===== config.mk =====
export PLATFORM = sky130hd
export DESIGN_NAME = block_transfer_sequencer
export DESIGN_NICKNAME = d
export VERILOG_FILES = /design/src/rtl/block_transfer_sequencer_pkg.sv /design/src/rtl/block_transfer_sequencer_lowest_set_bit16.sv /design/src/rtl/block_transfer_sequencer.sv
export SDC_FILE = /design/constraint.sdc
export NUM_CORES = 1
export LEC_CHECK = 0
export ABC_AREA = 1
export CAP_MARGIN = 20
export CORE_MARGIN = 10
export CORE_UTILIZATION = 48
export DETAILED_ROUTE_END_ITERATION = 6
export HOLD_SLACK_MARGIN = 0.03
export PLACE_DENSITY = 0.89
export SKIP_CTS_REPAIR_TIMING = 1
export SLEW_MARGIN = 10
export SYNTH_ARGS = -nofsm -noshare
export SYNTH_HDL_FRONTEND = slang
export SYNTH_SLANG_ARGS = --single-unit

===== constraint.sdc =====
create_clock -name clk -period 2.3 [get_ports clk]
set_input_delay 0.23 -clock clk [delete_from_list [all_inputs] [get_ports clk]]
set_output_delay 0.23 -clock clk [all_outputs]
set_load 0.02 [all_outputs]

===== src/rtl/block_transfer_sequencer_pkg.sv =====
// Shared definitions for the LDM/STM block-transfer sequencer: state
// encodings, addressing-mode encodings and word size.
package block_transfer_sequencer_pkg;

  typedef enum logic [1:0] {
    ST_IDLE   = 2'd0,
    ST_XFER   = 2'd1,
    ST_FINISH = 2'd2
  } state_e;

  // Addressing mode as the {P,U} pair taken straight from the instruction.
  typedef enum logic [1:0] {
    MODE_DA = 2'b00,
    MODE_IA = 2'b01,
    MODE_DB = 2'b10,
    MODE_IB = 2'b11
  } mode_e;

  localparam int unsigned WORD_BYTES = 4;

  // Size in bytes of the block covered by n registers.
  function automatic logic [31:0] span_bytes(input logic [4:0] n);
    return 32'(n) * WORD_BYTES;
  endfunction

endpackage


===== src/rtl/block_transfer_sequencer_lowest_set_bit16.sv =====
// 16-bit priority encoder: index of the lowest set bit, plus a valid flag
// that is low when no bit is set.
module lowest_set_bit16 (
  input  logic [15:0] vec,
  output logic [3:0]  idx,
  output logic        valid
);

  // Scan from the top so the last hit (lowest index) wins.
  always_comb begin
    idx   = 4'd0;
    valid = 1'b0;
    for (int i = 15; i >= 0; i--) begin
      if (vec[i]) begin
        idx   = 4'(i);
        valid = 1'b1;
      end
    end
  end

endmodule


===== src/rtl/block_transfer_sequencer.sv =====
// MEM-stage sequencer for ARM LDM/STM. Turns one block-transfer request into
// a run of single-word accesses (lowest register at lowest address), returns
// loaded words to the register file and performs base writeback.
//
// state  | meaning
// IDLE   | waiting for start; memory disabled, busy low
// XFER   | one word access per cycle, lowest remaining register first
// FINISH | done pulse and optional base writeback, then back to IDLE
module block_transfer_sequencer
  import block_transfer_sequencer_pkg::*;
#(
  parameter int DM_ADDR_W = 8
) (
  input  logic                 clk,
  input  logic                 reset,
  input  logic                 start,
  input  logic                 is_load,
  input  logic                 p_bit,
  input  logic                 u_bit,
  input  logic                 w_bit,
  input  logic [3:0]           base_reg,
  input  logic [31:0]          base_val,
  input  logic [15:0]          reg_list,
  output logic [3:0]           rf_rd_addr,
  input  logic [31:0]          rf_rd_data,
  output logic                 rf_wr_en,
  output logic [3:0]           rf_wr_addr,
  output logic [31:0]          rf_wr_data,
  output logic [DM_ADDR_W-1:0] dm_addr,
  output logic                 dm_size,
  output logic                 dm_rw,
  output logic                 dm_en,
  output logic [31:0]          dm_di,
  input  logic [31:0]          dm_do,
  output logic                 busy,
  output logic                 done
);

  localparam logic [DM_ADDR_W-1:0] WORD_STEP = DM_ADDR_W'(WORD_BYTES);

  state_e               state_q, state_d;
  logic                 is_load_q, is_load_d;
  logic                 wb_en_q, wb_en_d;
  logic [3:0]           base_reg_q, base_reg_d;
  logic [15:0]          mask_q, mask_d;
  logic [DM_ADDR_W-1:0] addr_q, addr_d;
  logic [31:0]          wb_val_q, wb_val_d;

  logic [4:0]           list_cnt;
  logic [31:0]          base_al;
  logic [31:0]          span;
  logic [31:0]          wb_calc;
  logic [DM_ADDR_W-1:0] base_lo;
  logic [DM_ADDR_W-1:0] span_lo;
  logic [DM_ADDR_W-1:0] start_lo;
  logic [3:0]           lsb_idx;
  logic                 lsb_valid;

  lowest_set_bit16 u_lsb (
    .vec   (mask_q),
    .idx   (lsb_idx),
    .valid (lsb_valid)
  );

  // Number of registers in the incoming request.
  always_comb begin
    list_cnt = 5'd0;
    for (int i = 0; i < 16; i++) begin
      list_cnt = list_cnt + 5'(reg_list[i]);
    end
  end

  // Start address and writeback value for the incoming request. Memory
  // addresses only need the low DM_ADDR_W bits, which wrap naturally; the
  // writeback value keeps the full 32 bits.
  always_comb begin
    base_al = {base_val[31:2], 2'b00};
    span    = span_bytes(list_cnt);
    wb_calc = u_bit ? (base_al + span) : (base_al - span);
    base_lo = DM_ADDR_W'(base_al);
    span_lo = DM_ADDR_W'(span);
    case ({p_bit, u_bit})
      MODE_IA: start_lo = base_lo;
      MODE_IB: start_lo = base_lo + WORD_STEP;
      MODE_DA: start_lo = base_lo - span_lo + WORD_STEP;
      MODE_DB: start_lo = base_lo - span_lo;
      default: start_lo = base_lo;
    endcase
  end

  // Next-state and latched-field update.
  always_comb begin
    state_d    = state_q;
    is_load_d  = is_load_q;
    wb_en_d    = wb_en_q;
    base_reg_d = base_reg_q;
    mask_d     = mask_q;
    addr_d     = addr_q;
    wb_val_d   = wb_val_q;
    case (state_q)
      ST_IDLE: begin
        if (start) begin
          is_load_d  = is_load;
          // A load that includes Rn keeps the loaded value, so the
          // writeback is dropped up front rather than tracked through XFER.
          wb_en_d    = w_bit & ~(is_load & reg_list[base_reg]);
          base_reg_d = base_reg;
          mask_d     = reg_list;
          addr_d     = start_lo;
          wb_val_d   = wb_calc;
          state_d    = (reg_list == 16'h0000) ? ST_FINISH : ST_XFER;
        end
      end
      ST_XFER: begin
        mask_d = mask_q & ~(16'h0001 << lsb_idx);
        addr_d = addr_q + WORD_STEP;
        if (!lsb_valid || (mask_d == 16'h0000)) begin
          state_d = ST_FINISH;
        end
      end
      ST_FINISH: state_d = ST_IDLE;
      default:   state_d = ST_IDLE;
    endcase
  end

  // State and latched fields; reset abandons any transfer in flight.
  always_ff @(posedge clk or posedge reset) begin
    if (reset) begin
      state_q    <= ST_IDLE;
      is_load_q  <= 1'b0;
      wb_en_q    <= 1'b0;
      base_reg_q <= 4'd0;
      mask_q     <= 16'h0000;
      addr_q     <= '0;
      wb_val_q   <= 32'h0;
    end else begin
      state_q    <= state_d;
      is_load_q  <= is_load_d;
      wb_en_q    <= wb_en_d;
      base_reg_q <= base_reg_d;
      mask_q     <= mask_d;
      addr_q     <= addr_d;
      wb_val_q   <= wb_val_d;
    end
  end

  assign dm_size = 1'b1;
  assign busy    = (state_q != ST_IDLE);

  // Memory and register-file drive, decoded from registered state so that
  // reset removes every strobe in the same cycle.
  always_comb begin
    rf_rd_addr = 4'd0;
    rf_wr_en   = 1'b0;
    rf_wr_addr = 4'd0;
    rf_wr_data = 32'h0;
    dm_addr    = '0;
    dm_rw      = 1'b0;
    dm_en      = 1'b0;
    dm_di      = 32'h0;
    done       = 1'b0;
    case (state_q)
      ST_XFER: begin
        dm_addr = addr_q;
        if (is_load_q) begin
          rf_wr_en   = 1'b1;
          rf_wr_addr = lsb_idx;
          rf_wr_data = dm_do;
        end else begin
          rf_rd_addr = lsb_idx;
          dm_di      = rf_rd_data;
          dm_rw      = 1'b1;
          dm_en      = 1'b1;
        end
      end
      ST_FINISH: begin
        done = 1'b1;
        if (wb_en_q) begin
          rf_wr_en   = 1'b1;
          rf_wr_addr = base_reg_q;
          rf_wr_data = wb_val_q;
        end
      end
      default: ;
    endcase
  end

endmodule


==> run metrics <==
vias in the first global route=about 8,500; Sequential Power Share=around an eighth; first-pass GRT wire length=roughly 43,000 um; Final Hold Viols=0; area grow syn2layout=77.09%; violated checks=design-rule violations, negative setup slack; fin area=0.01143 mm^2; CP top delay family=adder cells; die height=136.0 um; Max Cap Viol=0; Clock Skews=13.82 ps; Reg clk slew, reported paths=70 ps; R2R depth=18; Levels on crit path=26; CTS tree=yes; fin. max-slew vios=0; Overflow after GRT=0; PnR worst setup slack=-3802 ps; Crit path largest cell delay=650 ps; clk_lat worst skew=~360 ps; Routed Antenna Nets=0; final wirelength=between 30,000 and 40,000 um; Synth Warn #=0; Max stage delay cell, worst path=fa_1; wire per inst=24.14 um; Crit Path Category=in2reg; Synth area leader=dfrtp_1; nets=around 1,600; sequential standard cell area=0.001501 mm^2; CTS buffer count=9; largest family of logic cells by synthesized area=simple AND/OR/NAND/NOR gates; final critical-path share of the clock period=265.3%; initial antenna violation count=0; GPL Wtd Cong=1.047; clock share of power=under 10%; synthesized area=0.006455 mm^2; CTS sink cnt=60; Post-Syn Instances=987; H-tree levels=3; Worst Tran Pin Value=596.2 ps; Avg Cell Area, Syn=6.540 um^2; WP data arrival=6300 ps; relative slew slack=60.13%; Compound-Gate Fraction of Synth Area=21.85%; slack of the worst reg-to-reg path=-260 ps; Core Util, Final=slightly below 90%; Remaining DRCs=29; top cells by area, synth=dfrtp_1 23%, inv_1 12%, nand2_1 10%; Internal Power=0.008278 W; Total Die Area=0.01849 mm^2; Worst Hold Launch=reg_list[1]; pwr dens=1503 mW/mm^2; initial DRC count=1,904; 1st-pass router iterations=7; post-synthesis adder-cell area fraction=13.22%; post-synthesis mux area share=0.1551%; Setup crit end kind=flop; root buf cell=clkbuf_16; Netlist cell types=47; Peak Freq=163.9 MHz; placed inst area=0.01009 mm^2; Top-Level Pins=209; RSZ-0062 raised after global routing=yes; largest net degree at the start of global routing=42; Hold WC Path Type=in2reg; most frequent CP cell=fa_1; Leakage Power=6.152 nW; FF-to-FF Start=mask_q[15]; final setup fails=43; minimum clock period=6102 ps; Comb pwr share=78.8%; Multi-input gate area=0.004959 mm^2; Seq/Total Area, Yosys=between 20% and 30%; worst path bufs/invs=9; CTS Buffer Depth=2; Hold Path End=mask_q[1]; Synth Register Bits=60; CP Launch Type=primary input; WP data required=2500 ps; HPWL after detailed placement=approximately 21,000 um; gr usage total=28.86%; post-synthesis xor/xnor area fraction=about 3.1%; Synth Area in Simple Gates=23.55%; layout cells sized above 1=roughly 34%; Sw Ratio=51.83%; reg2reg end=state_q[0]; fillers=just under 600; n_diodes=0; Die W=136.0 um; worst hold stages=3; Net Switching=approximately 0.0089 W; Port Buffers=about 200; post-synth top area share=about a quarter; Initial Util=48.94%; DR vias=9,866; vias per inst=6.337; num rows=42; status=finished with violations; core area=between 0.01 and 0.015 mm^2; worst vdd ir=roughly 1.2 mV; Max FO, Critical Path=5
-- power by group through the flow --
stage	Clock [W]	Sequential [W]	Combinational, W
CTS	0.00150	0.00196	0.00991
detailed placement	0	0.00197	0.00956
floorplan	0	0.00186	0.00565
global route	0.00159	0.00209	0.0139
global placement	0	0.00194	0.00921
finish	0.00158	0.00207	0.0135
-- metal layers --
metal / vias to the layer above / wire length (um) / GRT usage (%)
li1: 3986 / - / -
met1: 4401 / 12660 / 33.15
met2: 1129 / 16170 / 49.03
met3: 350 / 5433 / 7.601
met4: 0 / 3330 / 13.49
met5: - / 0 / 0
-- cells in the final DEF (no fill, tap or decap), types with 6 or more instances in the layout --
| cell | Yosys | final |
|---|---|---|
| a21oi_1 | 59 | 43 |
| a21oi_2 | 3 | 11 |
| a21oi_4 | 1 | 9 |
| a31oi_1 | 12 | 10 |
| buf_12 | 0 | 6 |
| buf_4 | 4 | 176 |
| buf_6 | 0 | 30 |
| clkbuf_16 | 0 | 9 |
| clkbuf_2 | 0 | 41 |
| clkdlybuf4s50_1 | 0 | 118 |
| clkinv_1 | 6 | 6 |
| dfrtp_1 | 60 | 60 |
| dlymetal6s2s_1 | 0 | 30 |
| fa_1 | 12 | 11 |
| ha_1 | 49 | 30 |
| ha_4 | 0 | 18 |
| inv_1 | 204 | 182 |
| inv_2 | 10 | 26 |
| nand2_1 | 176 | 150 |
| nand2_2 | 8 | 28 |
| nand3_1 | 39 | 29 |
| nand3_2 | 2 | 10 |
| nand4_1 | 13 | 13 |
| nor2_1 | 76 | 66 |
| nor2_2 | 0 | 8 |
| nor3_1 | 10 | 6 |
| o211ai_1 | 12 | 12 |
| o21ai_0 | 80 | 46 |
| o21ai_1 | 13 | 30 |
| o21ai_2 | 3 | 17 |
| o22ai_1 | 43 | 40 |
| or2_4 | 1 | 6 |
| xnor2_2 | 0 | 7 |
-- how the worst max path moves through the flow --
stage / slack (ps) / start / to
detailed placement: -4020 / reg_list[11] / wb_val_q[27]
finish: -3800 / reg_list[0] / wb_val_q[29]
floorplan: -3030 / reg_list[11] / wb_val_q[25]
CTS: -3860 / reg_list[11] / wb_val_q[30]
global route: -4000 / reg_list[13] / wb_val_q[29]
global placement: -3850 / reg_list[11] / wb_val_q[30]
-- sequential cells by signal, summed over array words and instances (netlist names) --
name and flops:
is_load_q 1, mask_q 16, state_q 2, base_reg_q 4
wb_val_q 30, addr_q 6, wb_en_q 1
-- logic make-up after synthesis --
group | count (synthesis)
and+or+nand+nor | 349
buffers and inverters | 249
AOI/OAI and AO/OA | 244
adders and majority gates | 61
DFF | 60
xor gates and xnor gates | 21
other | 2
muxes | 1
-- cells in the mapped netlist (all sizes together) --
cell / instances
o211ai: 13
o22ai: 43
a211oi: 1
or2: 15
o31ai: 1
dfrtp: 60
fa: 12
o21a: 4
clkinv: 6
nand3: 42
xnor2: 11
o311ai: 2
inv: 214
a31oi: 12
conb: 2
buf: 5
ha: 49
o21bai: 4
a221oi: 2
nand3b: 1
a21o: 2
nor3: 10
mux2i: 1
a31o: 1
xor2: 10
nand4: 13
clkbuf: 24
nor2: 76
o21ai: 96
a21oi: 63
nand2: 184
nor4: 8
-- layout make-up --
cell class                 instances  share of cell area [%]
sequential                        60                   13.13
multi-input combinational        679                   43.38
timing repair buffer             406                   31.37
clock buffer                      12                   2.156
clock inverter                     4                  0.6348
tap                              176                   1.926
inverter                         220                   7.399
-- metrics by stage --
stage,instances,total power [W],hold slack [ps],TNS [ps],setup WS [ps]
final,1557,0.01719,205.5,-112380,-3802
after global routing,1557,0.01761,206.8,-115250,-3998
after CTS,1524,0.01337,248.8,-136780,-3861
after detailed placement,1508,0.01153,472.8,-125080,-4015
after global placement,1508,0.01116,463.1,-121460,-3849
after floorplan,988,0.007511,339.6,-87870,-3034
-- worst min-delay path, stage by stage --
cell	delay (ps)
buf_8	80
o21ai_0	60
o21ai_0	140
No activity file was read; power rests on OpenSTA's default activity.
